$ cat src/rtl/ysyx_22050243_pkg.sv
// ysyx_22050243_pkg: access-size and LSU state encodings, data width, misalign rule.
package ysyx_22050243_pkg;
    localparam int XLEN = 64;
    localparam logic [1:0] SZ_B = 2'd0;
    localparam logic [1:0] SZ_H = 2'd1;
    localparam logic [1:0] SZ_W = 2'd2;
    localparam logic [1:0] SZ_D = 2'd3;
    typedef enum logic [1:0] {S_IDLE, S_REQ, S_WAIT, S_RESP} lsu_state_e;
    function automatic logic misaligned(input logic [1:0] size, input logic [2:0] off);
        return size == SZ_H ? off[0] : size == SZ_W ? |off[1:0] : size == SZ_D ? |off : 1'b0;
    endfunction
endpackage

$ cat src/rtl/ysyx_22050243_lsu_if.sv
// ysyx_22050243_lsu_if: execute op handshake, writeback result and memory data port of the LSU.
interface ysyx_22050243_lsu_if #(
    parameter int ADDR_W = 64
);
    import ysyx_22050243_pkg::*;
    logic              in_valid;
    logic              in_ready;
    logic              in_store;
    logic [1:0]        in_size;
    logic              in_unsigned;
    logic [ADDR_W-1:0] in_addr;
    logic [XLEN-1:0]   in_wdata;
    logic              data_r_en;
    logic              data_w_en;
    logic [ADDR_W-1:0] data_addr;
    logic [XLEN-1:0]   data_wmask;
    logic [XLEN-1:0]   data_w;
    logic [XLEN-1:0]   data_r;
    logic              out_valid;
    logic              out_ready;
    logic [XLEN-1:0]   out_rdata;
    logic              out_misalign;
    modport slave (
        input  in_valid, in_store, in_size, in_unsigned, in_addr, in_wdata, data_r, out_ready,
        output in_ready, data_r_en, data_w_en, data_addr, data_wmask, data_w, out_valid, out_rdata, out_misalign
    );
    modport master (
        output in_valid, in_store, in_size, in_unsigned, in_addr, in_wdata, data_r, out_ready,
        input  in_ready, data_r_en, data_w_en, data_addr, data_wmask, data_w, out_valid, out_rdata, out_misalign
    );
endinterface

$ cat src/rtl/ysyx_22050243_lsu_align.sv
// ysyx_22050243_lsu_align: byte-lane alignment; store mask/shift and load extract/extend.
module ysyx_22050243_lsu_align
    import ysyx_22050243_pkg::*;
(
    input  logic [1:0]      size,
    input  logic [2:0]      off,
    input  logic            uns,
    input  logic [XLEN-1:0] wdata,
    input  logic [XLEN-1:0] rword,
    output logic [XLEN-1:0] wmask,
    output logic [XLEN-1:0] wshift,
    output logic [XLEN-1:0] rdata
);
    logic [5:0]      sh;
    logic [7:0]      bmask;
    logic [XLEN-1:0] raw;
    assign sh = {off, 3'b000};
    // lanes past byte 7 fall off the 8-bit mask, which truncates unchecked misaligned stores
    assign bmask = (size == SZ_B ? 8'h01 : size == SZ_H ? 8'h03 : size == SZ_W ? 8'h0f : 8'hff) << off;
    for (genvar i = 0; i < 8; i++) begin : g_mask
        assign wmask[8*i +: 8] = {8{bmask[i]}};
    end
    assign wshift = wdata << sh;
    assign raw = rword >> sh;
    assign rdata = size == SZ_B ? {{56{~uns & raw[7]}}, raw[7:0]}
                 : size == SZ_H ? {{48{~uns & raw[15]}}, raw[15:0]}
                 : size == SZ_W ? {{32{~uns & raw[31]}}, raw[31:0]}
                 : raw;
endmodule

$ cat src/rtl/ysyx_22050243_lsu.sv
// ysyx_22050243_lsu: one-op-at-a-time load/store FSM driving a single-cycle memory request.
// Define YSYX_22050243_LSU_MISALIGN_CHECK_EN to report misaligned ops instead of performing them.
module ysyx_22050243_lsu
    import ysyx_22050243_pkg::*;
#(
    parameter int ADDR_W = 64,
    parameter int DATA_W = XLEN
) (
    input logic                clk,
    input logic                rst,
    ysyx_22050243_lsu_if.slave bus
);
    lsu_state_e        state, state_n;
    logic              store_q, uns_q, mis_q, mis_in, req, resp;
    logic [1:0]        size_q;
    logic [ADDR_W-1:0] addr_q;
    logic [DATA_W-1:0] wdata_q, rdata_q, wmask, wshift, ext;
`ifdef YSYX_22050243_LSU_MISALIGN_CHECK_EN
    assign mis_in = misaligned(bus.in_size, bus.in_addr[2:0]);
`else
    assign mis_in = 1'b0;
`endif
    ysyx_22050243_lsu_align u_align (
        .size   (size_q),
        .off    (addr_q[2:0]),
        .uns    (uns_q),
        .wdata  (wdata_q),
        .rword  (bus.data_r),
        .wmask  (wmask),
        .wshift (wshift),
        .rdata  (ext)
    );
    always_ff @(posedge clk) begin
        if (rst) begin
            state   <= S_IDLE;
            store_q <= 1'b0;
            uns_q   <= 1'b0;
            mis_q   <= 1'b0;
            size_q  <= '0;
            addr_q  <= '0;
            wdata_q <= '0;
            rdata_q <= '0;
        end else begin
            state <= state_n;
            if (state == S_IDLE && bus.in_valid) begin
                store_q <= bus.in_store;
                uns_q   <= bus.in_unsigned;
                mis_q   <= mis_in;
                size_q  <= bus.in_size;
                addr_q  <= bus.in_addr;
                wdata_q <= bus.in_wdata;
                rdata_q <= '0;
            end
            if (state == S_WAIT) rdata_q <= ext;
        end
    end
    always_comb begin
        state_n = state;
        unique case (state)
            S_IDLE:  state_n = bus.in_valid ? (mis_in ? S_RESP : S_REQ) : S_IDLE;
            S_REQ:   state_n = store_q ? S_RESP : S_WAIT;
            S_WAIT:  state_n = S_RESP;
            S_RESP:  state_n = bus.out_ready ? S_IDLE : S_RESP;
            default: state_n = S_IDLE;
        endcase
    end
    assign req              = state == S_REQ;
    assign resp             = state == S_RESP;
    assign bus.in_ready     = state == S_IDLE;
    assign bus.data_r_en    = req & ~store_q;
    assign bus.data_w_en    = req & store_q;
    assign bus.data_addr    = req ? {addr_q[ADDR_W-1:3], 3'b000} : '0;
    assign bus.data_wmask   = req ? wmask : '0;
    assign bus.data_w       = req ? wshift : '0;
    assign bus.out_valid    = resp;
    assign bus.out_rdata    = resp ? rdata_q : '0;
    assign bus.out_misalign = resp & mis_q;
endmodule

$ cat src/flat_wrapper.sv
// flat-port wrapper written by rule: the top's interface ports become plain ports
module ysyx_22050243_lsu_flat import ysyx_22050243_pkg::*;
#(
    parameter int ADDR_W = 64,
    parameter int DATA_W = XLEN
)
  (clk, rst, bus_in_valid, bus_in_store, bus_in_size, bus_in_unsigned, bus_in_addr, bus_in_wdata, bus_data_r, bus_out_ready, bus_in_ready, bus_data_r_en, bus_data_w_en, bus_data_addr, bus_data_wmask, bus_data_w, bus_out_valid, bus_out_rdata, bus_out_misalign);
  ysyx_22050243_lsu_if #(.ADDR_W(ADDR_W)) bus_i ();
  input logic clk;
  input logic rst;
  input wire logic [$bits(bus_i.in_valid)-1:0] bus_in_valid;
  input wire logic [$bits(bus_i.in_store)-1:0] bus_in_store;
  input wire logic [$bits(bus_i.in_size)-1:0] bus_in_size;
  input wire logic [$bits(bus_i.in_unsigned)-1:0] bus_in_unsigned;
  input wire logic [$bits(bus_i.in_addr)-1:0] bus_in_addr;
  input wire logic [$bits(bus_i.in_wdata)-1:0] bus_in_wdata;
  input wire logic [$bits(bus_i.data_r)-1:0] bus_data_r;
  input wire logic [$bits(bus_i.out_ready)-1:0] bus_out_ready;
  output wire logic [$bits(bus_i.in_ready)-1:0] bus_in_ready;
  output wire logic [$bits(bus_i.data_r_en)-1:0] bus_data_r_en;
  output wire logic [$bits(bus_i.data_w_en)-1:0] bus_data_w_en;
  output wire logic [$bits(bus_i.data_addr)-1:0] bus_data_addr;
  output wire logic [$bits(bus_i.data_wmask)-1:0] bus_data_wmask;
  output wire logic [$bits(bus_i.data_w)-1:0] bus_data_w;
  output wire logic [$bits(bus_i.out_valid)-1:0] bus_out_valid;
  output wire logic [$bits(bus_i.out_rdata)-1:0] bus_out_rdata;
  output wire logic [$bits(bus_i.out_misalign)-1:0] bus_out_misalign;
  assign bus_i.in_valid = bus_in_valid;
  assign bus_i.in_store = bus_in_store;
  assign bus_i.in_size = bus_in_size;
  assign bus_i.in_unsigned = bus_in_unsigned;
  assign bus_i.in_addr = bus_in_addr;
  assign bus_i.in_wdata = bus_in_wdata;
  assign bus_i.data_r = bus_data_r;
  assign bus_i.out_ready = bus_out_ready;
  assign bus_in_ready = bus_i.in_ready;
  assign bus_data_r_en = bus_i.data_r_en;
  assign bus_data_w_en = bus_i.data_w_en;
  assign bus_data_addr = bus_i.data_addr;
  assign bus_data_wmask = bus_i.data_wmask;
  assign bus_data_w = bus_i.data_w;
  assign bus_out_valid = bus_i.out_valid;
  assign bus_out_rdata = bus_i.out_rdata;
  assign bus_out_misalign = bus_i.out_misalign;
  ysyx_22050243_lsu #(.ADDR_W(ADDR_W), .DATA_W(DATA_W)) u_core (.clk(clk), .rst(rst), .bus(bus_i));
endmodule
$ cat config.mk
export PLATFORM = sky130hd
export DESIGN_NAME = ysyx_22050243_lsu_flat
export DESIGN_NICKNAME = d
export VERILOG_FILES = /design/src/rtl/ysyx_22050243_pkg.sv /design/src/rtl/ysyx_22050243_lsu_if.sv /design/src/rtl/ysyx_22050243_lsu_align.sv /design/src/rtl/ysyx_22050243_lsu.sv /design/src/flat_wrapper.sv
export SDC_FILE = /design/constraint.sdc
export NUM_CORES = 1
export LEC_CHECK = 0
export ABC_AREA = 1
export BUFFER_PORTS_ARGS = -buffer_cell sky130_fd_sc_hd__buf_2
export CORE_AREA = 2 2 180 182
export CTS_CLUSTER_SIZE = 10
export DETAILED_ROUTE_END_ITERATION = 16
export DIE_AREA = 0 0 182 184
export MAX_ROUTING_LAYER = met4
export PLACE_DENSITY = 0.7
export SETUP_SLACK_MARGIN = 0.3
export SLEW_MARGIN = 20
export SYNTH_ARGS = -nofsm -noshare
export SYNTH_HDL_FRONTEND = slang
export SYNTH_SLANG_ARGS = --single-unit
$ cat constraint.sdc
create_clock -name clk -period 6.6 [get_ports clk]
set_clock_uncertainty 0.2 [all_clocks]
set_input_delay 1.98 -clock clk [delete_from_list [all_inputs] [get_ports clk]]
set_output_delay 1.98 -clock clk [all_outputs]
set_load 0.01 [all_outputs]
==> results.yml <==
placement:
  io_buffers: 456
  gp_congestion: 0.995
  hpwl_um: 34200
  dp_cells: 2557
synth:
  syn-instance-count: 1889
  ys_types: 32
  synth-xor-area-share_pct: 0
  yosysWarnings: 0
  ys_seq_area_share_pct: 33.6
  synth_area_um2: 11800
  synth_top_family_by_area: "simple AND/OR/NAND/NOR gates"
  synth-simple-area-share_pct: 25.7
  synthFlopType: "dfxtp_1"
  synth-compound-area-share_pct: 23.2
  yosys_register_bits: 198
  syn_area_per_cell_um2: 6.24
  async_flop_share_pct: 0
  synth_edf_count: 0
  synth_adder_area_share_pct: 0
  synth_mux_area_share_pct: 1.61
floorplan:
  coreArea_um2: 31400
  die-area_um2: 33500
  num_rows: 65
  die_x_um: 182
  start_util_pct: 37.5
  die_h_um: 184
  num_io_pins: 461
worst_setup_path:
  cp.required_ns: 4.42
  critPathArrivalTime_ns: 3.13
  worst-setup-path-type: "reg -> out"
  crit_chain: "inv_1 > nor2_2 > inv_2 > nor2_4 > inv_1 > nor2_1 > inv_1 > nor2_1 > buf_2"
  crit_buf_inv: 5
  crit_path_start_kind: "flop"
  end_kind: "output port"
  critPathSlowestCell: "nor2_1"
  slowest_delay_ns: 0.57
  crit_family: "simple AND/OR/NAND/NOR gates"
  reg2regPathDepth: 11
  reg2reg_from: "u_core.addr_q[0]"
  reg2reg_slack_ns: 3.16
  critical_path.most_common_cell: "inv_1"
  cp_max_fo: 24
  r2r_end: "u_core.rdata_q[34]"
sta:
  hold_viol: 0
  period_share_pct: 80.4
  rsz0062_at_grt: "no"
  setup_violations: 0
  tightestPinTransition_ns: 1.09
  slew_headroom_pct: 26.8
  fin_tns_setup_ns: 0
  final-max-slew-violation-count: 0
  post-route-min-period_ns: 5.31
  fmax_mhz: 188
finish:
  nNetsFinal: 2374
  final_common_cell: "buf_2"
  area_growth_pct: 20.3
  finalNonFillerCells: 2594
  most-common-layout-cells: "buf_2, nand2_1, nor2_1"
  drive_gt1_share_pct: 23.9
job:
  maxCapViolations: 0
clock_tree:
  htree_levels: 4
  cts-root-buf: "clkbuf_16"
  post_cts_buffers: 0
  post_cts_resized: 0
  hold_buffers: 0
  clk_pin_slew_worst_paths_ns: 0.07
  cts_tree: "built"
  cts_buffer_depth: 2
  numCtsBuffers: 17
  clock_sinks: 198
  clkLatencyLatePin_ns: 0.44
drt:
  drt_first_pass_iters: 5
  wl_per_cell_um: 17.8
  ant_nets: 0
  drc: 0
  num_vias: 13500
  drt_iter0_markers: 1178
  viasPerCell: 5.19
  drt_wl_total_um: 46200
power:
  p_sw_share_pct: 38.4
  clkPwrFrac_pct: 29.2
  power.switching_w: 0.00138
  internal_power_w: 0.00222
  leakage_nw: 6.62
  power_density_nw_per_um2: 254
  irDropWorstVdd_v: 0.000183
  power_frac_seq_pct: 39.4
  power_frac_comb_pct: 31.5
global_route:
  grt_max_degree: 113
  grt.total_usage_pct: 27.3
  gr-total-overflow: 0
  grt_pass1_wl_um: 69200
  grt_pass1_vias: 12400
  antenna_found_initial: 8
worst_hold_path:
  hold_path_class: "reg -> reg"
  hp-start: "u_core.addr_q[48]"
  min_path_cells: 2
  worstHoldEndpoint: "u_core.addr_q[48]"
outcome:
  status: "finished, final reports clean"
[registers in the layout, summed over array words and instances (netlist names)]
name            flops
u_core.size_q       2
u_core.addr_q      64
u_core.uns_q        1
u_core.store_q      1
u_core.wdata_q     64
u_core.rdata_q     64
u_core.state        2
[cell families (layout without fill, tap and decap cells)]
logic type,after synthesis,count (layout)
flip-flops,198,198
buffers and inverters,398,693
AO/OA/AOI/OAI,507,507
multiplexers,19,19
AND/OR/NAND/NOR,766,766
other,1,9
[worst register-to-register path, stage by stage, from the launching register on]
cell and delay, ns:
dfxtp_4 0.54, inv_2 0.57, buf_4 0.52, nand2_1 0.13
nand3_1 0.15, nand3_1 0.11, nand2_1 0.15, nand3_1 0.08
nand2_1 0.06, buf_4 0.49, nand3_1 0.20, a21oi_1 0.17
[routing by layer]
metal	up-vias	track usage (%)	share of wire (%)
li1	6596	-	-
met2	612	46.6	49
met4	0	11.5	3.5
met3	87	4.02	6.8
met1	6166	32.3	40
met5	-	-	0
[worst max path at each step]
stage	cells after the start	end	start
floorplan	7	bus_data_wmask[41]	u_core.addr_q[1]
global placement	9	bus_data_w[2]	u_core.state[0]
detailed placement	9	bus_data_w[7]	u_core.state[0]
CTS	9	bus_data_w[7]	u_core.state[0]
global route	9	bus_data_w[7]	u_core.state[0]
finish	9	bus_data_w[3]	u_core.state[0]
[power groups by stage]
stage	combinational, W	clock [W]	sequential (W)
finish	0.00113	0.00105	0.00142
global route	0.00126	0.00112	0.00143
CTS	0.00112	0.00107	0.00141
detailed placement	0.00112	0	0.00144
global placement	0.00111	0	0.00144
floorplan	0.000820	0	0.00141
[through the flow]
step                      power (W)  instance area, µm²  setup slack, ns  hold slack [ns]  utilization, %
after global placement      0.00255               13600             1.96            0.240            43.3
final                       0.00360               14200             1.29            0.254            45.1
after CTS                   0.00360               14200             1.34            0.258            45.1
after global routing        0.00380               14200             1.08            0.276            45.1
after floorplan             0.00223               11800             2.51            0.230               -
after detailed placement    0.00256               13600             1.83            0.247            43.3
[cells in the mapped netlist, types with 6 or more instances]
| cell | instances | area [µm²] |
|---|---|---|
| nand2_1 | 375 | 1410 |
| nor2_1 | 290 | 1090 |
| o21ai_0 | 257 | 1290 |
| dfxtp_1 | 198 | 3960 |
| inv_1 | 182 | 683 |
| a21oi_1 | 175 | 876 |
| nand3_1 | 94 | 470 |
| clkbuf_1 | 80 | 300 |
| buf_4 | 70 | 526 |
| buf_2 | 30 | 150 |
| buf_1 | 24 | 90.1 |
| o211ai_1 | 21 | 158 |
| mux2i_1 | 19 | 190 |
| a221o_1 | 16 | 160 |
| o22ai_1 | 13 | 81.3 |
| a22oi_1 | 10 | 75.1 |
| buf_6 | 7 | 78.8 |
| o21ai_1 | 6 | 30.0 |
[cell type report]
cell class	count	area, µm²
Sequential cell	198	3970
Antenna cell	5	12.5
Clock buffer	18	429
Tap cell	402	503
Multi-Input combinational cell	1296	5990
Timing Repair Buffer	475	2420
Clock inverter	14	148
Fill cell	3400	17200
Inverter	186	699
Power figures use the tool's default switching activity.
